==> src/rtl/onehot_decoder.sv <==
// onehot_decoder: returns the lit bit index of a bus and whether exactly one bit is set
module onehot_decoder #(
    parameter int WIDTH = 16,
    parameter int IDX_W = 4
) (
    input  logic [WIDTH-1:0] vec,
    output logic [IDX_W-1:0] idx,
    output logic             is_onehot
);

    // Highest set bit wins; the value only matters when the bus is one-hot
    always_comb begin
        idx = '0;
        for (int i = 0; i < WIDTH; i++)
            if (vec[i]) idx = IDX_W'(i);
    end

    assign is_onehot = (vec != '0) && ((vec & (vec - WIDTH'(1))) == '0);

endmodule

==> config.mk <==
export PLATFORM = sky130hd
export DESIGN_NAME = onehot_decoder
export DESIGN_NICKNAME = d
export VERILOG_FILES = /design/src/rtl/onehot_decoder.sv
export SDC_FILE = /design/constraint.sdc
export NUM_CORES = 1
export LEC_CHECK = 0
export CORE_AREA = 3 3 40 42
export DETAILED_ROUTE_END_ITERATION = 12
export DIE_AREA = 0 0 43 45
export GPL_ROUTABILITY_DRIVEN = 1
export MAX_ROUTING_LAYER = met4
export SYNTH_ARGS = -nofsm -noshare
export SYNTH_HDL_FRONTEND = slang
export SYNTH_SLANG_ARGS = --single-unit
==> constraint.sdc <==
create_clock -name vclk -period 2.05
set_input_delay 0.41 -clock vclk [all_inputs]
set_output_delay 0.41 -clock vclk [all_outputs]
set_load 0.03 [all_outputs]
==> impl_results.md, run 1 <==
- Min-delay src: vec[14]
- GP Congestion: around 0.87
- WP buf/inv: 2
- Crit-path max cell delay: between 0.3 and 0.4 ns
- Crit-path cells: clkdlybuf4s15_2, nor4_4, nand2_2, o31ai_2, o211ai_1, nor4_4, buf_4
- Initial Util: 0.2434
- Leak: ~0.38 nW
- Net Count, Synth: 63
- Failing checks: negative setup slack
- Number of routed nets with antenna violations: 0
- Post-DP Area: just over 700 sq um
- Slowest CP cell: nor4_4
- Hold path endpoint: idx[2]
- Most used cell along the critical path: nor4_4
- PortBufs: 21
- Die Height: between 40 and 50 microns
- Synthesis-to-finish area growth: 188.8%
- CP Class: in2out
- Unrepaired setup endpoints after global routing: yes
- Synth Instances: 47
- Critical Path AT: approximately 2 ns
- Synthesized area: 312.8 sq um
- Multi-input combinational cell area: roughly 460 sq um
- Status: complete, but fails checks
- Fin crit share: 1.150
- Final Hold Vio Count: 0
- Hold WC Path Type: in2out
- Top post-synthesis cells by area: nor4_1, nor2_1, o21bai_1
- Vias/cell: 5.313
- IO Count: 21
- Area fraction of the dominant cell type after synthesis: 0.08000
- CLK BUF: 0
- Final nets: 115
- Max cap viols: 0
- Yosys cell types: 24
- Grt total ovfl: 0
- Hold_buf cts: 0
- Design area: approximately 900 sq um
- Setup Viol. Count Final: 1
- Share of cells above drive strength 1: 0.6701
- WL per Instance: 14.58 microns
- Most frequent cells in the layout: buf_4, dlygate4sd2_1, nor2_1, buf_6
- Core ar.: approximately 0.0013 sq mm
- N_diodes: 0
- Vias in the first global route: between 500 and 600
- Dpl hpwl: 1.078 mm
- Placement row count: 13
- First-pass GRT wire length: 2.442 mm
- Crit path capture type: primary output
- Sequential element share of the synthesized area: 0
- Max-slew violation count: 0
- Syn Area/Cell: 6.655 sq um
- Max IR drop VDD: ~0.086 mV
- Relative max-transition margin: 0.7255
- Top delay family on crit path: simple AND/OR/NAND/NOR gates
- CP Max Fanout: 3
- Pin count of the biggest net entering global routing: 8
- Fill cells: ~110
- Worst Path Required: 1.64 ns
- Die area: just under 0.002 sq mm
- Setup WS post-layout: -0.3084 ns
- Largest area contributor in the netlist: nor4_1
- Clock period minus final worst setup slack: 2.358 ns
- Pre-CTS WS: -0.6905 ns
- Initial antenna violation count: 0
- Worst setup SP type: primary input
- Gr usage total: 0.1623
- First-pass DRT Iterations: 4
- Die width: between 40 and 50 microns
- FF+latch area: 0 sq um
- Synth warn: 0
- Post-Route WL: about 1.6 mm
- Vias: ~600
- Initial drt markers: 7
- Commonest non-fill, non-tap cell in the layout: buf_4
- Actual slew at the worst max-slew pin: just over 0.4 ns
- Sequential cells: 0
- F_max: between 0.4 and 0.5 GHz
- Hold path cells: 5
- DRC violations left: 0
- P per Cell Area: 167.9 mW/mm^2
==> layout make-up <==
class	instances	area share
multi-input combinational	44	0.5069
inverter	3	0.01247
tap	15	0.02078
timing repair buffer	50	0.4598
==> layer usage <==
metal  routed length, microns  global-route usage
met1                      721              0.2119
met2                      850              0.2874
met3                       45            0.007968
met4                       15             0.01807
met5                        0                   -
==> worst max path at each step <==
stage | slack, ns | depth (start not counted) | to | startpoint
after floorplan | -0.08 | 5 | is_onehot | vec[2]
after global placement | -0.59 | 7 | is_onehot | vec[5]
after detailed placement | -0.69 | 7 | is_onehot | vec[2]
after CTS | -0.23 | 8 | is_onehot | vec[0]
after global routing | -0.38 | 7 | is_onehot | vec[4]
final | -0.31 | 7 | is_onehot | vec[4]
==> cell families (layout without fill, tap and decap cells) <==
family	after synthesis	in the layout	synth area share
and+or+nand+nor	22	22	0.4320
AOI/OAI and AO/OA	20	20	0.4680
buffers and inverters	3	53	0.03600
adders and majority gates	2	2	0.06400
==> power by group <==
| group | switching (mW) | internal (mW) | leakage, nW |
|---|---|---|---|
| logic | 0.0736 | 0.0781 | 0.379 |
| clock network | 0 | 0 | 0 |
| registers | 0 | 0 | 0 |
| total | 0.0736 | 0.0781 | 0.379 |
==> synthesized netlist by cell type (2+ instances only) <==
cell,instances
a211oi_1,2
nor2b_1,2
a21oi_1,4
nand2_1,3
maj3_1,2
o21bai_1,3
nor4_1,4
o31ai_1,2
nor3_1,2
inv_1,3
nor2_1,6
a2111oi_0,2
==> metrics by stage <==
stage          instances  total power [mW]  hold slack [ns]  utilization  setup TNS [ns]
2_1_floorplan         47           0.03452            1.049            -        -0.08187
3_3_place_gp         103            0.1223            1.688       0.5492          -1.512
3_5_place_dp         103            0.1233            1.688       0.5492          -1.577
4_1_cts              110            0.1377            1.443       0.6621         -0.2328
5_1_grt              112            0.1615            1.386       0.7030         -0.3817
6_report             112            0.1517            1.338       0.7030         -0.3084
==> repair_timing <==
item	in CTS	in global routing
setup endpoints to repair	5	4
pin swaps	15	4
resized for setup	61	12
cloned	0	0
setup buffers	7	2
(Power assumes the default switching activity.)
==> run 2: changes to the inputs <==
- CAP_MARGIN: default -> 15
- DONT_BUFFER_PORTS: default -> 1
==> run 2 against run 1 <==
The run still ends with negative setup slack left. Largest cell class unchanged. Die area did not move. Sequential share of layout area did not move. First-iteration DRC count fell by 14%. Highest routed layer is now met3. Cell count fell by 37%. Count of clock-buffer cells in the layout did not move. Cell area fell by 48%. Via count fell by 29%.
==> impl_results.md, run 2 (synthesis results as in run 1) <==
- Status: complete, but fails checks
- Failing checks: negative setup slack
- Vias/cell: slightly below 6
- Relative max-transition margin: 0.7210
- F_max: ~0.47 GHz
- Share of cells above drive strength 1: 0.3929
- Initial drt markers: 6
- Final nets: 74
- Critical Path AT: approximately 1.7 ns
- CLK BUF: 0
- Most used cell along the critical path: nor4_4
- CP Class: in2out
- Slowest CP cell: nor4_4
- Initial antenna violation count: 0
- Pin count of the biggest net entering global routing: 9
- N_diodes: 0
- Max IR drop VDD: between 0.03 and 0.04 mV
- Vias in the first global route: 400
- Grt total ovfl: 0
- Hold slack: approximately 1.1 ns
- Vias: 421
- Post-Route WL: 1.181 mm
- Dpl hpwl: around 850 microns
- WP buf/inv: 1
- GP Congestion: between 0.7 and 0.8
- Crit path capture type: primary output
- Crit-path max cell delay: between 0.3 and 0.4 ns
- Initial Util: 0.2434
- DRC violations left: 0
- Placement row count: 13
- Unrepaired setup endpoints after global routing: yes
- Commonest non-fill, non-tap cell in the layout: buf_4
- IO Count: 21
- Top delay family on crit path: simple AND/OR/NAND/NOR gates
- Setup Viol. Count Final: 1
- P per Cell Area: 101.0 mW/mm^2
- Worst setup SP type: primary input
- Actual slew at the worst max-slew pin: 0.4080 ns
- Die Height: roughly 45 microns
- Clock period minus final worst setup slack: between 2 and 2.5 ns
- Dpl cells: 70
- Die width: about 43 microns
- Number of routed nets with antenna violations: 0
- Synthesis-to-finish area growth: 51.20%
- First-pass DRT Iterations: 4
- WL per Instance: approximately 17 microns
- Worst Path Required: roughly 1.6 ns
- Setup WS post-layout: -0.09618 ns
- Die area: between 0.0015 and 0.002 sq mm
- CP Max Fanout: 5
- Layout Cells excl Fill: slightly above 70
- Crit-path cells: nor4_4, nand2_2, o311ai_2, a21oi_2, nor4_4, buf_6
- Core ar.: about 0.0013 sq mm
- FF+latch area: 0 sq um
- Hold WC Path Type: in2out
- Most frequent cells in the layout: buf_4, nor2_1
- Max cap viols: 0
- Gr usage total: 0.1110
- Leak: ~0.13 nW
- PortBufs: 0
- Final Hold Vio Count: 0
- First-pass GRT wire length: approximately 1.7 mm
- Sequential cells: 0
- Max-slew violation count: 0
- Fin crit share: 1.047
[run 2: layout make-up]
class / count / area (sq um)
fillers: 134 / 812.0
inverters: 3 / 11.26
multi-input cells: 44 / 371.6
well taps: 15 / 18.77
repair buffers: 9 / 71.32
[run 2: path summary, 6_finish.rpt]
check / from / to / slack [ns] / cells past startpoint
hold / removal: vec[15] / idx[1] / 1.06 / 2
setup / recovery: vec[2] / is_onehot / -0.1 / 6
[run 2: through the flow]
stage	total power [mW]	utilization	instance area (sq um)	setup TNS, ns	setup slack (ns)
finish	0.04776	0.3681	473.0	-0.09618	-0.09618
global route	0.05206	0.3681	473.0	-0.2074	-0.2074
CTS	0.04470	0.3311	425.4	-0.09990	-0.09990
detailed placement	0.04344	0.3233	415.4	-0.1272	-0.1272
global placement	0.04356	0.3233	415.4	-0.1490	-0.1490
floorplan	0.03452	-	336.6	-0.08187	-0.08187
[run 2: what timing repair did]
item | CTS | global route
hold buffers | 0 | 0
endpoints found under the setup margin | 1 | 1
pin swaps | 5 | 4
setup buffers | 1 | 0
resized for setup | 1 | 8
[run 2: routing by layer]
| layer | up-vias | wire length (microns) | GRT usage |
|---|---|---|---|
| li1 | 212 | - | - |
| met1 | 201 | 487 | 0.1476 |
| met2 | 8 | 656 | 0.1916 |
| met3 | 0 | 37 | 0.007968 |
| met4 | 0 | 0 | 0.01205 |
| met5 | - | 0 | - |
[run 2: report_power, final]
part	leakage, nW	internal [mW]	switching, mW
Combinational	0.134	0.0243	0.0234
Clock	0	0	0
Sequential	0	0	0
